<file path="src/rtl/bram_port_arbiter.sv">
// bram_port_arbiter
//   Shares port A of a block RAM between two requesters: requester 0 is the
//   parser-side writer and requester 1 is the readout/host side. Arbitration
//   is round-robin when the port is free. A requester can lock the port to
//   itself for read-modify-write sequences. Read data is returned one cycle
//   after the grant and is tagged back to the requester that issued the read.
//
// Ports
//   clk, rst            clock; asynchronous active-high reset
//   req_n, we_n         requester n wants one access; 1 = write, 0 = read
//   lock_n              keep the port for requester n after this access
//   addr_n, wdata_n     access address and write data
//   gnt_n               access accepted this cycle (combinational)
//   rvalid_n, rdata_n   read return for requester n (rdata_n is ram_dout)
//   ram_en, ram_we      RAM port enable and write enable
//   ram_addr, ram_din   RAM address and write data
//   ram_dout            RAM read data, one cycle after ram_en
module bram_port_arbiter #(
  parameter int WORDSIZE  = 8,
  parameter int ADDRWIDTH = 9
) (
  input  logic                 clk,
  input  logic                 rst,
  input  logic                 req_0,
  input  logic                 we_0,
  input  logic                 lock_0,
  input  logic [ADDRWIDTH-1:0] addr_0,
  input  logic [WORDSIZE-1:0]  wdata_0,
  input  logic                 req_1,
  input  logic                 we_1,
  input  logic                 lock_1,
  input  logic [ADDRWIDTH-1:0] addr_1,
  input  logic [WORDSIZE-1:0]  wdata_1,
  output logic                 gnt_0,
  output logic                 gnt_1,
  output logic                 rvalid_0,
  output logic                 rvalid_1,
  output logic [WORDSIZE-1:0]  rdata_0,
  output logic [WORDSIZE-1:0]  rdata_1,
  output logic                 ram_en,
  output logic                 ram_we,
  output logic [ADDRWIDTH-1:0] ram_addr,
  output logic [WORDSIZE-1:0]  ram_din,
  input  logic [WORDSIZE-1:0]  ram_dout
);

  localparam logic [1:0] FREE  = 2'd0;
  localparam logic [1:0] LOCK0 = 2'd1;
  localparam logic [1:0] LOCK1 = 2'd2;

  logic [1:0] state;
  logic [1:0] state_nxt;
  logic       prio;
  logic       pending;
  logic       tag;
  logic       allow0;
  logic       allow1;

  // Grant: the state must admit the requester, and in FREE with both
  // asking only the prio side wins. rst masks all grants combinationally.
  always_comb begin
    allow0 = (state == FREE) || (state == LOCK0);
    allow1 = (state == FREE) || (state == LOCK1);
    gnt_0  = !rst && req_0 && allow0 && !((state == FREE) && req_1 && prio);
    gnt_1  = !rst && req_1 && allow1 && !((state == FREE) && req_0 && !prio);
  end

  always_comb begin
    ram_en   = gnt_0 | gnt_1;
    ram_we   = 1'b0;
    ram_addr = '0;
    ram_din  = '0;
    if (gnt_0) begin
      ram_we   = we_0;
      ram_addr = addr_0;
      ram_din  = wdata_0;
    end else if (gnt_1) begin
      ram_we   = we_1;
      ram_addr = addr_1;
      ram_din  = wdata_1;
    end
  end

  always_comb begin
    state_nxt = state;
    case (state)
      FREE: begin
        if (gnt_0 && lock_0)      state_nxt = LOCK0;
        else if (gnt_1 && lock_1) state_nxt = LOCK1;
      end
      LOCK0: begin
        // Released either by an unlocked access or by going idle unlocked.
        if (!lock_0 && (gnt_0 || !req_0)) state_nxt = FREE;
      end
      LOCK1: begin
        if (!lock_1 && (gnt_1 || !req_1)) state_nxt = FREE;
      end
      default: state_nxt = FREE;
    endcase
  end

  always_ff @(posedge clk or posedge rst) begin
    if (rst) begin
      state   <= FREE;
      prio    <= 1'b0;
      pending <= 1'b0;
      tag     <= 1'b0;
    end else begin
      state <= state_nxt;
      if (gnt_0)      prio <= 1'b1;
      else if (gnt_1) prio <= 1'b0;
      pending <= (gnt_0 && !we_0) || (gnt_1 && !we_1);
      tag     <= gnt_1;
    end
  end

  assign rvalid_0 = pending && !tag;
  assign rvalid_1 = pending && tag;
  assign rdata_0  = ram_dout;
  assign rdata_1  = ram_dout;

endmodule

</file>
<file path="config.mk">
export PLATFORM = sky130hd
export DESIGN_NAME = bram_port_arbiter
export DESIGN_NICKNAME = d
export VERILOG_FILES = /design/src/rtl/bram_port_arbiter.sv
export SDC_FILE = /design/constraint.sdc
export NUM_CORES = 1
export LEC_CHECK = 0
export ABC_AREA = 1
export BUFFER_PORTS_ARGS = -buffer_cell sky130_fd_sc_hd__buf_2
export CAP_MARGIN = 20
export CORE_AREA = 2 2 49 56
export CTS_CLUSTER_DIAMETER = 60
export DETAILED_ROUTE_END_ITERATION = 10
export DIE_AREA = 0 0 51 58
export PLACE_DENSITY = 0.77
export SETUP_SLACK_MARGIN = 0.02
export SKIP_LAST_GASP = 1
export SLEW_MARGIN = 25
export SYNTH_ARGS = -nofsm -noshare
export SYNTH_HDL_FRONTEND = slang
export SYNTH_SLANG_ARGS = --single-unit
</file>
<file path="constraint.sdc">
create_clock -name clk -period 1 [get_ports clk]
set_input_delay 0 -clock clk [delete_from_list [all_inputs] [get_ports clk]]
set_output_delay 0 -clock clk [all_outputs]
set_load 0.005 [all_outputs]
</file>
==> reports/results.tsv, run 1 <==
metric	value	unit
ctsHtreeMaxLevel	1	
synth_top_area_cell	a22o_1	
drv_cap	0	
setup_viol	25	
ys_seq_area_share	19.9	%
grt_first_pass_wirelength	3300	um
antenna_left	0	
synth.avg_cell_area	7.66	um2
layout.nets	200	
n_antenna_cell	0	
yosys-top-cells-area	a22o_1, dfrtp_1, buf_4	
ys_warn_count	0	
syn_inst	82	
ys_seq_elements	5	
setup_slack	-0.453	ns
cts-root-buf	clkbuf_4	
critPathCaptureType	primary output	
dp_hpwl	1650	um
finalCritPeriodShare	145	%
r2r_cells	10	
first_pass_iters	4	
synthDistinctLibCells	18	
hold_depth	0	
clock_skew	0.00140	ns
grt_max_degree	21	
rsz0062_at_grt	yes	
synth-edff-count	0	
initial_core_util	26.2	%
cts.clk_slew.worst_paths	0.04	ns
worst_ep_required_time	1.00	ns
crit_type	flop to primary output	
coreArea	0.00240	mm2
io_pins	89	
port_buffers	64	
netlist_area	628	um2
fmax	688	MHz
ys.flop_type	dfrtp_1	
area_delta_synth_final	71.3	%
setup-tns-final	-9.87	ns
cts_num_sinks	5	
clock_latency	0.25	ns
cts_tree	yes	
viasPerCell	4.60	
wl	2270	um
dieWidth	51	um
slew_headroom	82.9	%
grtUsageTotal	15.0	%
fin_util	44.8	%
clockBufferDepth	2	
antenna_found_initial	0	
dp_cells	162	
ir_worst_vdd	0.655	mV
finalCriticalPeriod	1.45	ns
tightest_slew	0.256	ns
cts_buffers	3	
grt_overflow	0	
placementRows	19	
grt_pass1_vias	775	
drive_above_1_share	65.8	%
routabilityCongestion	0.836	
async_flop_share	100	%
hold_path.class	primary input to primary output	
status	finished, violations left	
p_leak	0.000653	uW
fillerInstances	263	
die_y	58	um
wl_per_cell	12.6	um
worst-path-max-fanout	20	
dieArea	0.00296	mm2
via_count	828	
violations	setup timing	
powerDensity	1690	mW/mm2
drc	0	
fin_cells	180	
start_kind	flop	
cp.arrival	1.45	ns
slew_violations	0	
hold_violations	0	
first_iter_violations	12	
yosysTopAreaCellShare	23.7	%
synth_nets	132	
cell type report:
type                       instances  area, um2  area share (%)
timing repair buffer              78        450            41.9
multi-input combinational         48        352            32.7
sequential                         5        126            11.7
inverter                          11       56.3            5.23
tap                               31       38.8            3.60
clock buffer                       4       26.3            2.44
timing repair inverter             3       26.3            2.44
final timing paths:
path / start / slack [ns] / to
min in group asynchronous: rst / 0.25 / state[0]$_DFFE_PP0P_
setup reg to reg: state[1]$_DFFE_PP0P_ / -0.39 / state[1]$_DFFE_PP0P_
setup / recovery: state[1]$_DFFE_PP0P_ / -0.45 / ram_din[1]
max in group asynchronous: rst / 0.53 / state[1]$_DFFE_PP0P_
hold reg to reg: prio$_DFFE_PP0P_ / 0.60 / prio$_DFFE_PP0P_
hold / removal: ram_dout[4] / 0.000003 / rdata_0[4]
sequential cells by signal, summed over array words and instances, names as in the netlist:
name / cells
state: 2
prio: 1
tag: 1
pending: 1
cell usage after synthesis, types with 2 or more instances:
library cell   n
a22o_1        17
buf_4         16
nand2_1       14
inv_1          8
dfrtp_1        5
nor2_1         4
nor2_2         3
buf_6          2
inv_6          2
nand2_4        2
nand3_1        2
logic make-up after synthesis:
family | share of synthesized area, %
flip-flops | 19.9
AND/OR/NAND/NOR | 22.5
buffers and inverters | 30.9
AO/OA/AOI/OAI | 26.7
routing by layer:
metal / vias to the layer above / track usage [%] / part of all wire, %
met3: 7 / 4.90 / 12
met1: 364 / 15.6 / 33
met5: - / 0 / 0
met4: 0 / 8.49 / 2.4
met2: 57 / 26.3 / 53
li1: 400 / - / -
report_power, final:
part,switching (uW),internal [uW]
clock network,90.3,151
registers,67.5,273
logic,588,651
total,745,1080
placed cells by master (no fill, tap or decap), types with 2 or more instances in the layout:
master         Yosys  final
a22o_1            17     17
buf_2              0     63
buf_4             16      8
buf_6              2      4
clkbuf_4           0      3
dfrtp_1            5      4
dlygate4sd3_1      0      3
inv_1              8      7
inv_2              1      2
inv_8              0      3
nand2_1           14     11
nand2_2            1      4
nand3_2            1      2
nor2_1             4      4
nor2_4             0      3
worst max-delay path, stage by stage (launching register included):
cell and delay [ns]:
dfrtp_2 0.43, nor2_4 0.14, nand3_2 0.10, nand2_4 0.12, inv_8 0.07, a22o_1 0.21, buf_2 0.13
per-stage QoR:
step	power, uW	hold WS, ns	instance area (um2)	worst slack (ns)
2_1_floorplan	915	-0.221	638	-0.0922
3_3_place_gp	1200	-0.0454	877	-0.179
4_1_cts	1650	0.0000536	1010	-0.437
6_report	1820	0.00000292	1080	-0.453
5_1_grt	1950	0.0000124	1080	-0.512
3_5_place_dp	1210	-0.0425	877	-0.202
repair_timing:
action / CTS / global route
buffers inserted: 6 / 2
endpoints found under the hold margin: 6 / 0
pin swaps: 2 / 7
setup endpoints to repair: 26 / 26
cloned: 2 / 1
hold buffers: 3 / 0
resized for setup: 6 / 13
(Power assumes the default switching activity.)
==> run 2, diff against run 1 <==
Settings changed: ABC_CLOCK_PERIOD_IN_PS from default to 1000, HOLD_SLACK_MARGIN from default to 0.12.
==> run 2 against run 1 <==
The flow still finishes with violations (setup timing). Register-to-register slack about the same. Total power grew 2.1%. Clock skew about the same. Hold slack gained 0.13 ns. Sequential cell count unchanged.
==> reports/results.tsv, run 2 (synthesis results as in run 1) <==
metric	value	unit	change
gr-usage-met3	4.12	%	was 4.90%
cp.arrival	1.45	ns	about the same
fin_util	48.9	%	was 44.8%
setup-tns-final	-9.78	ns	was -9.87 ns
largest_reg_flops	2		unchanged
fmax	691	MHz	was 688 MHz
rsz0062_at_grt	yes		unchanged
drive_above_1_share	61.0	%	was 65.8%
cpMaxStageDelayCell	dfrtp_2		unchanged
cts_num_sinks	5		unchanged
finalCriticalPeriod	1.45	ns	about the same
viasPerCell	4.64		was 4.60
grt_pass1_vias	793		was 775
violations	setup timing		unchanged
routabilityCongestion	0.836		unchanged
p_clk_share	13.0	%	was 13.3%
setup_viol	25		unchanged
worst-path-max-fanout	6		was 20
p_int	1100	uW	was 1080 uW
hold_path.class	primary input to flop		was primary input to primary output
initial_core_util	26.2	%	unchanged
cts_tree	yes		unchanged
dp_cells	162		unchanged
crit_type	flop to primary output		unchanged
r2r_slack	-0.38	ns	was -0.39 ns
powerDensity	1580	mW/mm2	was 1690 mW/mm2
cts_buffers	3		unchanged
ctsHtreeMaxLevel	1		unchanged
layout.nets	210		was 200
antenna_left	0		unchanged
use_met1	16.6	%	was 15.6%
via_count	881		was 828
drv_cap	0		unchanged
io_pins	89		unchanged
dieArea	0.00296	mm2	unchanged
dp_hpwl	1650	um	unchanged
coreArea	0.00240	mm2	unchanged
placementRows	19		unchanged
p_leak	0.000695	uW	was 0.000653 uW
wl_per_cell	12.6	um	about the same
port_buffers	64		unchanged
grt_first_pass_wirelength	3380	um	was 3300 um
finalCritPeriodShare	145	%	about the same
first_pass_iters	4		unchanged
antenna_found_initial	0		unchanged
cp_top_family	flip-flops		unchanged
hold_violations	0		unchanged
dieWidth	51	um	unchanged
clockBufferDepth	2		unchanged
worst_ep_required_time	1.00	ns	about the same
p_comb_share	68.8	%	was 68.0%
switching_power	759	uW	was 745 uW
crit_buf_inv	3		was 2
fin_cells	190		was 180
grt_overflow	0		unchanged
slew_headroom	85.3	%	was 82.9%
layout_commonest_cell	buf_2		unchanged
grt_use_met2	27.1	%	was 26.3%
grt_max_degree	21		unchanged
pwr-share-seq	18.2	%	was 18.7%
cts.clk_slew.worst_paths	0.04	ns	about the same
status	finished, violations left		unchanged
start_kind	flop		unchanged
regMostFlops	state		unchanged
first_iter_violations	7		was 12
crit_path_cell_trace	inv_2 > nand2_2 > nor2_4 > nand2_8 > inv_8 > a22o_1 > buf_2		was nor2_4 > nand3_2 > nand2_4 > inv_8 > a22o_1 > buf_2
ir_worst_vdd	0.661	mV	was 0.655 mV
clock_skew	0.00162	ns	was 0.00140 ns
fillerInstances	260		was 263
fin_hold_ws	0.129	ns	was 0.00000292 ns
n_antenna_cell	0		unchanged
setup_slack	-0.448	ns	was -0.453 ns
wl	2390	um	was 2270 um
grtUsageTotal	15.4	%	was 15.0%
critPathCaptureType	primary output		unchanged
totalPowerFinal	1860	uW	was 1820 uW
cts-root-buf	clkbuf_4		unchanged
area_delta_synth_final	86.9	%	was 71.3%
grt-busiest-layer	met2		unchanged
clock_latency	0.25	ns	about the same
tightest_slew	0.220	ns	was 0.256 ns
mostFrequentLayoutCells	buf_2, a22o_1, dlygate4sd3_1		was buf_2, a22o_1, nand2_1
slowest_delay	0.43	ns	about the same
die_y	58	um	unchanged
swShare	40.8	%	was 40.9%
drc	0		unchanged
slew_violations	0		unchanged
==> run 2: cell types whose count changed in the layout (fill, tap and decap cells not counted) <==
cell	change
dlygate4sd3_1	+10
nand2_1	+1
nand2_2	-1
==> run 2: cell type report <==
type	instances	area, um2	share of cell area, %
Timing Repair Buffer	88	551	46.9
Multi-Input combinational cell	48	349	29.7
Sequential cell	5	126	10.8
Inverter	11	56.3	4.80
Tap cell	31	38.8	3.30
Clock buffer	4	26.3	2.24
Timing Repair inverter	3	26.3	2.24
==> run 2: repair_timing <==
item                                    CTS  global route
gates cloned                              2             1
setup buffers                             6             2
hold buffers                             13             0
gates resized for setup                   6            12
hold endpoints to repair                 25             0
pin swaps                                 2             7
endpoints found under the setup margin   26            26
==> run 2: final timing paths <==
| kind | startpoint | to | cells past startpoint |
|---|---|---|---|
| max in group asynchronous | rst | state[1]$_DFFE_PP0P_ | 3 |
| setup reg to reg | state[1]$_DFFE_PP0P_ | state[1]$_DFFE_PP0P_ | 10 |
| setup / recovery | state[1]$_DFFE_PP0P_ | ram_din[1] | 7 |
| hold / removal | req_1 | state[1]$_DFFE_PP0P_ | 5 |
| min in group asynchronous | rst | state[0]$_DFFE_PP0P_ | 3 |
| hold reg to reg | prio$_DFFE_PP0P_ | prio$_DFFE_PP0P_ | 2 |
==> run 2: power by group through the flow <==
| stage | clock, uW | combinational (uW) | sequential, uW |
|---|---|---|---|
| floorplan | 0 | 592 | 323 |
| global placement | 0 | 871 | 332 |
| detailed placement | 0 | 878 | 335 |
| CTS | 241 | 1120 | 324 |
| global route | 256 | 1390 | 348 |
| finish | 241 | 1280 | 339 |
==> run 2: per-stage QoR <==
step                      cell area (um2)  setup WS [ns]
after floorplan                       638        -0.0922
after global routing                 1170         -0.512
final                                1170         -0.448
after global placement                877         -0.179
after detailed placement              877         -0.202
after CTS                            1110         -0.437
==> run 2: metal layers <==
| layer | vias to the layer above | part of all wire, % |
|---|---|---|
| met5 | - | 0 |
| met4 | 0 | 2.7 |
| met3 | 9 | 11 |
| met2 | 63 | 53 |
| met1 | 391 | 34 |
| li1 | 418 | - |
==> run 2: tightest hold or removal path, delay by kind of cell <==
kind / cells / cell delay (ns)
buffers and inverters: 1 / 0.12
and+or+nand+nor: 4 / 0.22
==> run 3, diff against run 2 <==
Settings changed: CELL_PAD_IN_SITES_DETAIL_PLACEMENT from default to 1, CELL_PAD_IN_SITES_GLOBAL_PLACEMENT from default to 2, CORE_AREA 2 2 49 56 to 2 2 76 85, DIE_AREA 0 0 51 58 to 0 0 78 87, PLACE_DENSITY 0.77 to 0.74.
==> run 3 against run 2 <==
The run still ends with setup timing left. Combinational power down 4%. Highest routed layer unchanged. Sequential share of layout area fell by 0.62 points. Cell count grew 26%. Via count shrank 3.0%. Hold slack gained 0.041 ns. First-iteration DRC count fell by 43%. Setup slack gained 0.028 ns. Largest cell class unchanged.
==> reports/results.tsv, run 3 (synthesis results as in run 1) <==
metric	value	unit	change
cts.clk_slew.worst_paths	0.04	ns	about the same
viasPerCell	3.58		was 4.64
r2r_cells	10		unchanged
final_area	0.00123	mm2	was 0.00117 mm2
start_kind	flop		unchanged
drv_cap	0		unchanged
first_iter_violations	4		was 7
cp.arrival	1.42	ns	was 1.45 ns
cts_num_sinks	5		unchanged
worst-path-max-fanout	6		unchanged
status	finished, violations left		unchanged
antenna_left	0		unchanged
dieWidth	78	um	was 51 um
dpl_cell_area	938	um2	was 877 um2
hold_depth	5		unchanged
finalCritPeriodShare	142	%	was 145%
placementRows	30		was 19
coreArea	0.00601	mm2	was 0.00240 mm2
wl	2640	um	was 2390 um
port_buffers	64		unchanged
grt_overflow	0		unchanged
hold_violations	0		unchanged
slew_headroom	86.0	%	was 85.3%
first_pass_iters	4		unchanged
grtUsageTotal	7.59	%	was 15.4%
rsz0062_at_grt	yes		unchanged
min_from	req_1		unchanged
regMostFlops	state		unchanged
setup_slack	-0.420	ns	was -0.448 ns
layout_commonest_cell	buf_2		unchanged
largest_reg_flops	2		unchanged
cts_buffers	3		unchanged
dieArea	0.00679	mm2	was 0.00296 mm2
cts_tree	yes		unchanged
setup-tns-final	-9.42	ns	was -9.78 ns
fin_cells	239		was 190
worst_ep_required_time	1.00	ns	about the same
critPathCaptureType	primary output		unchanged
powerDensity	1580	mW/mm2	about the same
fin_hold_ws	0.170	ns	was 0.129 ns
dp_cells	211		was 162
mostFrequentLayoutCells	buf_2, a22o_1, dlygate4sd3_1		unchanged
slew_violations	0		unchanged
violations	setup timing		unchanged
place_ws	-0.205	ns	was -0.202 ns
tightest_slew	0.209	ns	was 0.220 ns
routabilityCongestion	0.706		was 0.836
grt_max_degree	21		unchanged
ir_worst_vdd	0.493	mV	was 0.661 mV
grt_pass1_vias	909		was 793
antenna_found_initial	0		unchanged
p_leak	0.000696	uW	was 0.000695 uW
io_pins	89		unchanged
drc	0		unchanged
clockBufferDepth	2		unchanged
clock_skew	0.000882	ns	was 0.00162 ns
ctsHtreeMaxLevel	1		unchanged
cts-root-buf	clkbuf_8		was clkbuf_4
wl_per_cell	11.1	um	was 12.6 um
rr_startpoint	state[1]$_DFFE_PP0P_		unchanged
finalCriticalPeriod	1.42	ns	was 1.45 ns
area_delta_synth_final	96.2	%	was 86.9%
hold_path.class	primary input to flop		unchanged
initial_core_util	10.5	%	was 26.2%
die_y	87	um	was 58 um
reg2reg_to	state[1]$_DFFE_PP0P_		unchanged
via_count	855		was 881
drive_above_1_share	61.0	%	unchanged
grt_first_pass_wirelength	4040	um	was 3380 um
n_antenna_cell	0		unchanged
setup_viol	25		unchanged
clock_latency	0.23	ns	was 0.25 ns
r2r_slack	-0.39	ns	was -0.38 ns
layout.nets	210		unchanged
fmax	704	MHz	was 691 MHz
min_to	state[1]$_DFFE_PP0P_		unchanged
dp_hpwl	1830	um	was 1650 um
crit_type	flop to primary output		unchanged
==> run 3: cell types whose count changed in the layout (fill, tap and decap cells not counted) <==
| cell | change |
|---|---|
| buf_2 | +1 |
| buf_4 | +3 |
| buf_6 | -4 |
| clkbuf_4 | -3 |
| clkbuf_8 | +3 |
| dfrtp_1 | +1 |
| dfrtp_2 | -1 |
| nand2_1 | -1 |
| nand2_2 | +1 |
| nor2_2 | +1 |
| nor2_4 | -1 |
==> run 3: layout make-up <==
cell class              count  area [um2]
well taps                  80         100
flip-flops and latches      5         125
fillers                   769        4770
repair buffers             88         533
multi-input cells          48         347
repair inverters            3        26.3
clock buffers               4        45.0
inverters                  11        56.3
==> run 3: through the flow <==
stage,utilization (%),power [uW]
final,20.5,1950
after global routing,20.5,2130
after CTS,19.5,1840
after detailed placement,15.6,1230
after global placement,15.6,1230
after floorplan,-,915
==> run 3: worst max-delay path, cell delays in order, from the launching register on <==
cell and delay (ns):
dfrtp_1 0.42, inv_2 0.08, nand2_2 0.06, nor2_4 0.18, nand2_8 0.12, inv_6 0.10
a22o_1 0.13, buf_2 0.10
==> run 3: report_power, final <==
group	total [uW]	leakage, uW	switching, uW	internal, uW
registers	337	0.0000650	66.3	270
logic	1230	0.000609	597	630
clock network	386	0.0000228	111	275
total	1950	0.000696	775	1180
==> run 3: what timing repair did <==
item	in CTS	in global routing
resized for setup	3	9
buffers inserted	6	2
endpoints found under the hold margin	24	0
hold buffers	13	0
endpoints found under the setup margin	26	26
gates cloned	1	2
pin swaps	2	2
==> run 3: how the worst max path moves through the flow <==
stage                         start                    to  slack, ns  cells after the start
6_report       state[1]$_DFFE_PP0P_           ram_addr[2]      -0.42                      7
5_1_grt        state[1]$_DFFE_PP0P_           ram_addr[3]      -0.51                      7
4_1_cts        state[1]$_DFFE_PP0P_            ram_din[3]      -0.42                      7
3_5_place_dp   state[1]$_DFFE_PP0P_           ram_addr[7]      -0.20                      7
3_3_place_gp   state[1]$_DFFE_PP0P_  state[1]$_DFFE_PP0P_      -0.18                      9
2_1_floorplan  state[1]$_DFFE_PP0P_           ram_addr[5]      -0.09                      6
==> run 3: routing by layer <==
metal / vias up / wire length (um) / track usage [%]
met5: - / 0 / 0
met4: 0 / 36 / 3.03
met3: 5 / 269 / 2.59
li1: 417 / - / -
met2: 56 / 1330 / 13.8
met1: 377 / 1000 / 8.05
